<file path="config.mk">
export PLATFORM = sky130hd
export DESIGN_NAME = inst_queue
export DESIGN_NICKNAME = d
export VERILOG_FILES = /design/src/rtl/inst_queue.sv
export SDC_FILE = /design/constraint.sdc
export NUM_CORES = 1
export LEC_CHECK = 0
export ABC_CLOCK_PERIOD_IN_PS = 9000
export CORE_MARGIN = 2
export CORE_UTILIZATION = 35
export CTS_CLUSTER_SIZE = 28
export DETAILED_ROUTE_END_ITERATION = 8
export SLEW_MARGIN = 20
export SYNTH_ARGS = -nofsm -noshare
export SYNTH_HDL_FRONTEND = slang
export SYNTH_SLANG_ARGS = --single-unit
</file>
<file path="constraint.sdc">
create_clock -name clk -period 9 [get_ports clk]
set_input_delay 1.8 -clock clk [delete_from_list [all_inputs] [get_ports clk]]
set_output_delay 1.8 -clock clk [all_outputs]
set_load 0.1 [all_outputs]
</file>
<file path="src/rtl/inst_queue.sv">
// Instruction queue between fetch and decode. It is a circular FIFO of
// (instruction, PC) pairs with first-word-fall-through head outputs and a flush.
module inst_queue #(
  parameter int DEPTH        = 16,
  parameter int ADDR_W       = 4,
  parameter int AFULL_MARGIN = 2
) (
  input  logic              clk,
  input  logic              rst,
  input  logic              flush_i,
  input  logic              we_if_i,
  input  logic [31:0]       inst_if_i,
  input  logic [31:0]       pc_if_i,
  output logic              full_if_o,
  output logic              afull_if_o,
  input  logic              re_id_i,
  output logic [31:0]       inst_id_o,
  output logic [31:0]       pc_id_o,
  output logic              empty_id_o,
  output logic [ADDR_W:0]   count_o
);

  localparam logic [ADDR_W:0] FULL_LVL  = (ADDR_W+1)'(DEPTH);
  localparam logic [ADDR_W:0] AFULL_LVL = (ADDR_W+1)'(DEPTH - AFULL_MARGIN);

  logic [31:0]       inst_mem [DEPTH];
  logic [31:0]       pc_mem   [DEPTH];
  logic [ADDR_W-1:0] head;
  logic [ADDR_W-1:0] tail;
  logic [ADDR_W:0]   count;
  logic              wr_en;
  logic              rd_en;

  // Full and empty come from the occupancy count alone, because the pointers
  // are equal in both cases.
  assign empty_id_o = (count == '0);
  assign full_if_o  = (count == FULL_LVL);
  assign afull_if_o = (count >= AFULL_LVL);
  assign count_o    = count;

  assign inst_id_o = empty_id_o ? 32'h0 : inst_mem[head];
  assign pc_id_o   = empty_id_o ? 32'h0 : pc_mem[head];

  assign wr_en = we_if_i && !full_if_o && !flush_i;
  assign rd_en = re_id_i && !empty_id_o && !flush_i;

  // NOTE: the storage arrays are deliberately left out of reset. Stale entries
  // cannot be seen because the head outputs are masked whenever the count is 0.
  always_ff @(posedge clk) begin
    if (wr_en) begin
      inst_mem[tail] <= inst_if_i;
      pc_mem[tail]   <= pc_if_i;
    end
  end

  // NOTE: sequential state uses non-blocking assignments only. This way every
  // process sees the values from before the edge.
  always_ff @(posedge clk) begin
    if (rst || flush_i) begin
      head  <= '0;
      tail  <= '0;
      count <= '0;
    end else begin
      if (wr_en) tail <= tail + 1'b1;
      if (rd_en) head <= head + 1'b1;
      if (wr_en && !rd_en)      count <= count + 1'b1;
      else if (rd_en && !wr_en) count <= count - 1'b1;
    end
  end

endmodule

</file>
==> out/metrics.yaml <==
hold_path.class: "register to register"
cts_hold_buf: 0
via_count: 18100
ys.flop_type: "edfxtp_1"
syn_area_um2: 39700
synth_common_cells: "1024 x edfxtp_1, 255 x mux4_2, 70 x mux2i_1, 67 x nor3_1, 63 x a221o_1"
final.setup_skew_ns: 0.0181
grt_pass1_wl_um: 130000
yosysMostFrequentCell: "edfxtp_1"
cpMaxStageDelayCell: "clkdlybuf4s50_1"
clk_pin_slew_worst_paths_ns: 0.06
yosysTopAreaCell: "edfxtp_1"
fp.dieW_um: 341
crit_arrival_ns: 4.81
synth_area_leaders: "edfxtp_1 77%, mux4_2 14%, mux2i_1 1.8%"
final_max_slew_viol_count: 0
synth_edf_count: 1024
clkLatencyLatePin_ns: 0.67
crit_fanout: 42
r2r_end: "inst_mem[4][29]"
synth_cell_types: 39
hold_depth: 2
r2r_start: "count_o[3]"
period_minus_slack_ns: 6.61
p_seq_share_pct: 51.3
hp-start: "head[1]"
die_h_um: 341
avgRoutedWirePerCell_um: 25.4
dp_cells: 3280
start_util_pct: 35.3
status: "completed"
final_layout_size_suffix_gt1_share_pct: 23.7
fin_setup_tns_ns: 0
antenna_found_initial: 2
async_reset_ff_share_pct: 0
htree_levels: 3
ff2ff_setup_slack_ns: 5.67
drt_drc_violations_left: 0
fin_crit_sh_pct: 73.5
startpoint_type: "register"
drtIter0Drc: 1339
switching_share_pct: 23.3
antenna-diode-count: 0
final_net_count: 1968
cts_tree: "yes"
ir_drop_v: 0.000173
ys_ff_latch: 1041
hold_viol: 0
grtUsageTotal_pct: 15.2
crit_chain: "nor2b_1 > o21ai_2 > inv_2 > buf_4 > a221o_1 > clkdlybuf4s50_1"
cts_made_buffers: 107
syn_nets: 1777
core_um2: 112000
grt_pass1_vias: 19500
ant_nets: 0
clkPwrFrac_pct: 40.9
dieArea_um2: 116000
pwr-share-comb_pct: 7.8
cp_slowest_stage_delay_ns: 1.16
setup_viol: 0
cts_sinks: 1041
r2r_cells: 5
synth_area_per_cell_um2: 23.4
syn_to_final_growth_pct: 16.7
crit_cells: 6
endpoint_kind: "output port"
power_leakage_nw: 13.8
synth_seq_area_share_pct: 78.3
yosysTopAreaCellShare_pct: 77.5
fillers: 9710
power_switching_mw: 2.43
cp.required_ns: 7.20
cpLargestDelayFamily: "buffers and inverters"
io_pins: 141
gp_congestion: 0.707
drv_cap: 0
intPower_mw: 8.02
drt-total-wl_um: 88200
path_buf_inv: 3
holdWs_ns: 0.548
rsz0062_at_grt: "no"
grt_max_degree: 122
slew_headroom_pct: 25.8
cts_setup_buffers: 0
ctsResizeCount: 0
final_cells: 3476
routed_via_density: 5.20
power.density_nw_per_um2: 226
fmax_mhz: 151
rows: 123
dr.pass1.iters: 5
path_class: "register to output port"
syn_inst: 1698
worstMarginPinSlew_ns: 1.11
grt_overflow: 0
port_buffers: 140
root_buffer: "clkbuf_16"
yosysWarningCount: 0
cts_buffer_depth: 3
dp_hpwl_um: 45600
-- through the flow --
stage | utilization [%] | total power, mW | instance area (um2) | worst slack, ns
after global placement | 38.1 | 6.28 | 42900 | 3.03
after floorplan | - | 6.04 | 39700 | 1.69
after global routing | 41.2 | 10.8 | 46300 | 2.21
after detailed placement | 38.2 | 6.29 | 42900 | 3.06
after CTS | 41.2 | 10.6 | 46300 | 2.30
final | 41.2 | 10.5 | 46300 | 2.39
-- cells in the final DEF (no fill, tap or decap), types with 3 or more instances in the layout --
| cell type | n |
|---|---|
| a21oi_1 | 6 |
| a221o_1 | 63 |
| buf_12 | 7 |
| buf_4 | 33 |
| bufinv_16 | 9 |
| clkbuf_1 | 18 |
| clkbuf_16 | 107 |
| clkdlybuf4s50_1 | 140 |
| clkinv_1 | 29 |
| clkinv_2 | 20 |
| clkinvlp_4 | 4 |
| dfxtp_1 | 13 |
| dfxtp_4 | 4 |
| edfxtp_1 | 1024 |
| ha_1 | 9 |
| inv_1 | 8 |
| inv_16 | 3 |
| mux2i_1 | 70 |
| mux4_2 | 255 |
| nand2_1 | 8 |
| nand2b_1 | 5 |
| nand3_1 | 4 |
| nor2_1 | 21 |
| nor2_4 | 13 |
| nor3_1 | 63 |
| nor3_2 | 4 |
| o2111ai_1 | 3 |
| xor2_1 | 6 |
-- sequential cells by signal, indices dropped and copies added (netlist names), named ones only --
name	count
head	4
count_o	5
inst_mem	512
tail	4
pc_mem	512
-- cells by family (layout without fill, tap and decap cells) --
group	after synthesis	in the layout	synth area share, %
muxes	325	325	16.2
adders and majority gates	10	10	0.334
DFF	1041	1041	78.3
and+or+nand+nor	128	128	1.59
xor gates and xnor gates	8	8	0.177
AOI/OAI and AO/OA	79	79	1.85
buffers and inverters	107	385	1.47
-- power groups by stage --
stage / clock network, mW / registers, mW / logic [mW]
after floorplan: 0 / 5.47 / 0.565
after global placement: 0 / 5.47 / 0.817
after detailed placement: 0 / 5.47 / 0.825
after CTS: 4.38 / 5.37 / 0.828
after global routing: 4.55 / 5.37 / 0.855
final: 4.27 / 5.37 / 0.815
-- worst register-to-register path, cell delays in order (launching register included) --
cell and delay (ns):
dfxtp_1 0.45, nor4_1 0.13, a211oi_1 0.52, nand2_1 0.37, nor2_4 0.51, buf_4 0.86
-- how the worst max path moves through the flow --
| stage | startpoint | to |
|---|---|---|
| CTS | register | inst_id_o[26] |
| detailed placement | register | pc_id_o[5] |
| finish | register | inst_id_o[26] |
| floorplan | we_if_i | inst_mem[0][0] |
| global placement | register | inst_id_o[26] |
| global route | register | inst_id_o[26] |
-- metal layers --
metal | share of wire, % | up-vias | routed length (um) | global-route usage (%)
met5 | 0.020 | - | 18 | 0
met4 | 2.2 | 4 | 1970 | 4.25
met3 | 4.9 | 126 | 4280 | 3.00
met2 | 51 | 455 | 44800 | 26.1
met1 | 42 | 9784 | 37200 | 19.7
li1 | - | 7692 | - | -
-- area by class of cell --
cell class                      count  area [um2]  share of cell area (%)
Clock buffer                      125        2750                    5.93
Clock inverter                     71         639                    1.38
Inverter                            9        33.8                  0.0729
Multi-Input combinational cell    550        8130                    17.5
Sequential cell                  1041       31100                    67.2
Tap cell                         1500        1880                    4.05
Timing Repair Buffer              180        1790                    3.86
No activity file was read; power rests on OpenSTA's default activity.
